File: config.mk
export PLATFORM = sky130hd
export DESIGN_NAME = mmc1_serial_writer
export DESIGN_NICKNAME = d
export VERILOG_FILES = /design/src/rtl/mmc1_serial_writer.sv
export SDC_FILE = /design/constraint.sdc
export NUM_CORES = 1
export LEC_CHECK = 0
export BUFFER_PORTS_ARGS = -buffer_cell sky130_fd_sc_hd__buf_2
export CAP_MARGIN = 5
export CORE_MARGIN = 8
export CORE_UTILIZATION = 45
export CTS_CLUSTER_SIZE = 30
export DETAILED_ROUTE_END_ITERATION = 16
export PLACE_DENSITY = 0.81
export SYNTH_ARGS = -nofsm -noshare
export SYNTH_HDL_FRONTEND = slang
export SYNTH_SLANG_ARGS = --single-unit
File: constraint.sdc
create_clock -name clk -period 1.66 [get_ports clk]
set_input_delay 0.249 -clock clk [delete_from_list [all_inputs] [get_ports clk]]
set_output_delay 0.249 -clock clk [all_outputs]
set_load 0.005 [all_outputs]
File: src/rtl/mmc1_serial_writer.sv
// rtl/mmc1_serial_writer.sv - serialises a 5-bit MMC1 register value into five LSB-first CPU writes
// Optional MMC1_SW_PRESYNC_EN: prefix each transaction with a $80 shift-register reset write.
module mmc1_serial_writer #(
    parameter int GAP_CYCLES = 1
) (
    input  logic        clk,
    input  logic        reset_n,
    input  logic        ce,
    input  logic        req_valid,
    output logic        req_ready,
    input  logic [1:0]  req_reg,
    input  logic [4:0]  req_data,
    output logic [15:0] cpu_addr,
    output logic [7:0]  cpu_dout,
    output logic        cpu_write,
    output logic        busy,
    output logic        done
);

`ifdef MMC1_SW_PRESYNC_EN
    typedef enum logic [2:0] {IDLE, SYNC, WRITE, GAP, DONE} state_t;
`else
    typedef enum logic [2:0] {IDLE, WRITE, GAP, DONE} state_t;
`endif

    localparam logic [3:0] GAP_LAST = 4'(GAP_CYCLES - 1);

    state_t      state_q, state_d;
    logic [2:0]  bit_cnt_q, bit_cnt_d;
    logic [2:0]  bit_nxt;
    logic [3:0]  gap_cnt_q, gap_cnt_d;
    logic [1:0]  reg_q, reg_d;
    logic [4:0]  data_q, data_d;
    logic [15:0] addr_q, addr_d;
    logic [7:0]  dout_q, dout_d;
    logic        write_q, write_d;
    logic        done_q, done_d;
`ifdef MMC1_SW_PRESYNC_EN
    logic        first_q, first_d;
`endif

    assign bit_nxt = bit_cnt_q + 3'd1;

    always_comb begin
        state_d   = state_q;
        bit_cnt_d = bit_cnt_q;
        gap_cnt_d = gap_cnt_q;
        reg_d     = reg_q;
        data_d    = data_q;
        addr_d    = addr_q;
        dout_d    = dout_q;
        write_d   = 1'b0;
        done_d    = 1'b0;
`ifdef MMC1_SW_PRESYNC_EN
        first_d   = first_q;
`endif
        case (state_q)
            IDLE: begin
                if (req_valid) begin
                    reg_d     = req_reg;
                    data_d    = req_data;
                    bit_cnt_d = 3'd0;
                    write_d   = 1'b1;
`ifdef MMC1_SW_PRESYNC_EN
                    state_d   = SYNC;
                    addr_d    = 16'h8000;
                    dout_d    = 8'h80;
                    first_d   = 1'b1;
`else
                    state_d   = WRITE;
                    addr_d    = {1'b1, req_reg, 13'h0000};
                    dout_d    = {7'b0, req_data[0]};
`endif
                end
            end
`ifdef MMC1_SW_PRESYNC_EN
            SYNC: begin
                state_d   = GAP;
                gap_cnt_d = GAP_LAST;
            end
`endif
            WRITE: begin
                state_d   = GAP;
                gap_cnt_d = GAP_LAST;
            end
            GAP: begin
                if (gap_cnt_q != 4'd0) begin
                    gap_cnt_d = gap_cnt_q - 4'd1;
`ifdef MMC1_SW_PRESYNC_EN
                end else if (first_q) begin
                    // Gap after the sync write leads into data bit 0.
                    first_d = 1'b0;
                    state_d = WRITE;
                    write_d = 1'b1;
                    addr_d  = {1'b1, reg_q, 13'h0000};
                    dout_d  = {7'b0, data_q[0]};
`endif
                end else if (bit_cnt_q == 3'd4) begin
                    state_d = DONE;
                    done_d  = 1'b1;
                end else begin
                    bit_cnt_d = bit_nxt;
                    state_d   = WRITE;
                    write_d   = 1'b1;
                    addr_d    = {1'b1, reg_q, 13'h0000};
                    dout_d    = {7'b0, data_q[bit_nxt]};
                end
            end
            DONE: state_d = IDLE;
            default: state_d = IDLE;
        endcase
    end

    always_ff @(posedge clk) begin
        if (!reset_n) begin
            state_q   <= IDLE;
            bit_cnt_q <= 3'd0;
            gap_cnt_q <= 4'd0;
            reg_q     <= 2'd0;
            data_q    <= 5'd0;
            addr_q    <= 16'h0000;
            dout_q    <= 8'h00;
            write_q   <= 1'b0;
            done_q    <= 1'b0;
`ifdef MMC1_SW_PRESYNC_EN
            first_q   <= 1'b0;
`endif
        end else if (ce) begin
            state_q   <= state_d;
            bit_cnt_q <= bit_cnt_d;
            gap_cnt_q <= gap_cnt_d;
            reg_q     <= reg_d;
            data_q    <= data_d;
            addr_q    <= addr_d;
            dout_q    <= dout_d;
            write_q   <= write_d;
            done_q    <= done_d;
`ifdef MMC1_SW_PRESYNC_EN
            first_q   <= first_d;
`endif
        end
    end

    assign req_ready = (state_q == IDLE);
    assign busy      = (state_q != IDLE);
    assign cpu_addr  = addr_q;
    assign cpu_dout  = dout_q;
    assign cpu_write = write_q;
    assign done      = done_q;

endmodule

==> results.json <==
{
  "netlist_instances": 138,
  "synth-seq-cells": 22,
  "cts_htree_levels": 1,
  "yosysSeqAreaShare_pct": 35.6,
  "dieArea_um2": 4680,
  "holdPathStages": 3,
  "coreArea_um2": 2690,
  "r2r-end": "done",
  "r2r_slack_ns": 0.04,
  "path_clk_slew_ns": 0.13,
  "crit_arrival_ns": 1.86,
  "syn_avg_cell_area_um2": 8.96,
  "wl_met1_um": 1080,
  "grt_overflow": 0,
  "ant_nets": 0,
  "critPathKind": "reg -> reg",
  "synth.largest_area_cell": "dfxtp_1",
  "yosys.area_share.xor_xnor_pct": 0.709,
  "ir_drop_mv": 0.819,
  "cts_root_buf": "clkbuf_4",
  "rsz0062_at_grt": "true",
  "drive_above_1_share_pct": 27.3,
  "start_kind": "flip-flop",
  "p_per_area_nw_per_um2": 816,
  "first_global_vias": 1059,
  "cp_top_family": "simple AND/OR/NAND/NOR gates",
  "yosysUniqueCellTypes": 36,
  "synth.mux.area_fraction_pct": 10.8,
  "synthTopCellsByCount": "22 x buf_4, 22 x dfxtp_1, 16 x nor2_1",
  "grt_use_total_pct": 12.5,
  "cts_tree": "done",
  "period_share_pct": 97.6,
  "start_util_pct": 46.0,
  "met3WireLength_um": 212,
  "die_x_um": 68.4,
  "place_area_um2": 1300,
  "cp-end-kind": "flip-flop",
  "drcViolationCount": 0,
  "nNetsFinal": 177,
  "grt_max_degree": 14,
  "synth_top_family_by_area": "simple AND/OR/NAND/NOR gates",
  "first_iter_violations": 28,
  "design_area_um2": 1400,
  "yosys.area_share.simple_pct": 17.3,
  "utilization_pct": 52.1,
  "vias_per_cell": 5.03,
  "insertion_delay_ns": 0.31,
  "antenna_cells": 0,
  "gp_congestion": 0.871,
  "setup_viol": 0,
  "yosys.area_share.adder_pct": 4.05,
  "antenna_found_initial": 0,
  "rows": 19,
  "r2r_cells": 5,
  "grt_pass1_wl_um": 4600,
  "power_leakage_nw": 0.607,
  "dr.pass1.iters": 4,
  "finalCriticalPeriod_ns": 1.62,
  "dr_wl_met2_um": 1330,
  "wirelength_um": 2630,
  "critPathBufInv": 1,
  "min_to": "data_q[1]",
  "max_cap_viol_count": 0,
  "total_power_w": 0.00114,
  "synth_flop_cell": "dfxtp_1",
  "fillerInstances": 262,
  "yosys-top-cells-area": "dfxtp_1 36%, buf_4 13%, mux2i_1 8.1%",
  "cts_buffers": 3,
  "pin_count": 39,
  "wl_per_cell_um": 13.7,
  "cp_slowest_cell": "or4b_1",
  "dp_hpwl_um": 2110,
  "cts_buffer_depth": 2,
  "worstHoldStart": "req_data[1]",
  "max_stage_delay_ns": 0.47,
  "fmax_mhz": 617,
  "num_vias": 965,
  "synth_warnings": 0,
  "path_cells": "inv_2 > ha_4 > or3b_4 > or4b_1 > a21oi_1",
  "synth_compound_area_share_pct": 13.9,
  "synth_top_area_share_pct": 35.6,
  "path_max_fanout": 3,
  "numPortBuffers": 18,
  "hold_class": "in -> reg",
  "report.final.slew_viol_count": 0,
  "synth_area_um2": 1240,
  "fin_setup_tns_ns": 0,
  "skew_ns": 0.00241,
  "reg2reg_from": "gap_cnt_q[1]",
  "status": "complete, no violations",
  "synthArstFlopShare_pct": 0,
  "top_layer_used": "met4",
  "die_y_um": 68.4,
  "worst_ep_required_time_ns": 1.90,
  "cts_sinks": 22,
  "holdWs_ns": 0.173,
  "hold_viol": 0,
  "synth_edf_count": 0,
  "syn_to_final_growth_pct": 13.2
}
cells by family (layout without fill, tap and decap cells):
family / after synthesis / count (layout)
flops: 22 / 22
simple gates: 39 / 39
xor+xnor: 1 / 1
mux: 12 / 12
fa+ha+maj: 4 / 4
other cells: 1 / 20
buf+inv: 33 / 37
compound gates: 26 / 26
sequential cells by signal, indices dropped and copies added, names as in the netlist:
name / cells
data_q: 5
gap_cnt_q: 4
done: 1
reg_q: 2
cpu_addr: 3
cpu_dout: 1
bit_cnt_q: 3
state_q: 2
cpu_write: 1
where the power goes:
group          internal, W  switching, W
logic            0.0000712     0.0000865
registers         0.000552     0.0000174
clock network     0.000244      0.000171
cell type report:
class | instances | area, um^2 | share of cell area, %
Clock buffer | 3 | 22.5 | 1.61
Clock inverter | 1 | 30.0 | 2.15
Inverter | 8 | 30.0 | 2.15
Multi-Input combinational cell | 102 | 691 | 49.4
Sequential cell | 22 | 444 | 31.8
Tap cell | 31 | 38.8 | 2.77
Timing Repair Buffer | 25 | 143 | 10.2
stage by stage:
stage / cells / setup slack, ns
finish: 192 / 0.0396
global placement: 187 / 0.0301
detailed placement: 187 / -0.0701
CTS: 191 / 0.000740
global route: 192 / -0.00453
floorplan: 157 / 0.0385
tightest hold or removal path: stages:
cell and delay [ns]:
buf_2 0.08, mux2i_1 0.06, nor2_1 0.07
layout by cell type, fill, tap and decap left out, types with 3 or more instances in the layout:
cell	n
a211oi_1	3
a21oi_1	11
buf_2	18
buf_4	7
clkbuf_4	3
conb_1	20
dfxtp_1	19
dfxtp_2	3
inv_1	5
mux2i_1	10
nand2_1	7
nor2_1	16
o31ai_1	3
worst max-delay path by stage:
| stage | start | endpoint | cells past startpoint |
|---|---|---|---|
| final | gap_cnt_q[1] | done | 5 |
| after global routing | gap_cnt_q[1] | done | 5 |
| after CTS | gap_cnt_q[1] | cpu_addr[14] | 6 |
| after detailed placement | gap_cnt_q[1] | cpu_addr[14] | 6 |
| after global placement | gap_cnt_q[0] | done | 5 |
| after floorplan | gap_cnt_q[0] | done | 5 |
metal layers:
layer	GRT usage (%)	up-vias
li1	-	484
met1	13.3	450
met2	23.0	29
met3	4.42	2
met4	2.56	0
met5	0	-
what timing repair did:
item,CTS,global route
hold buffers,0,0
setup buffers,0,1
resized for setup,6,4
pin swaps,3,0
endpoints found under the setup margin,7,8
Power figures use the tool's default switching activity.
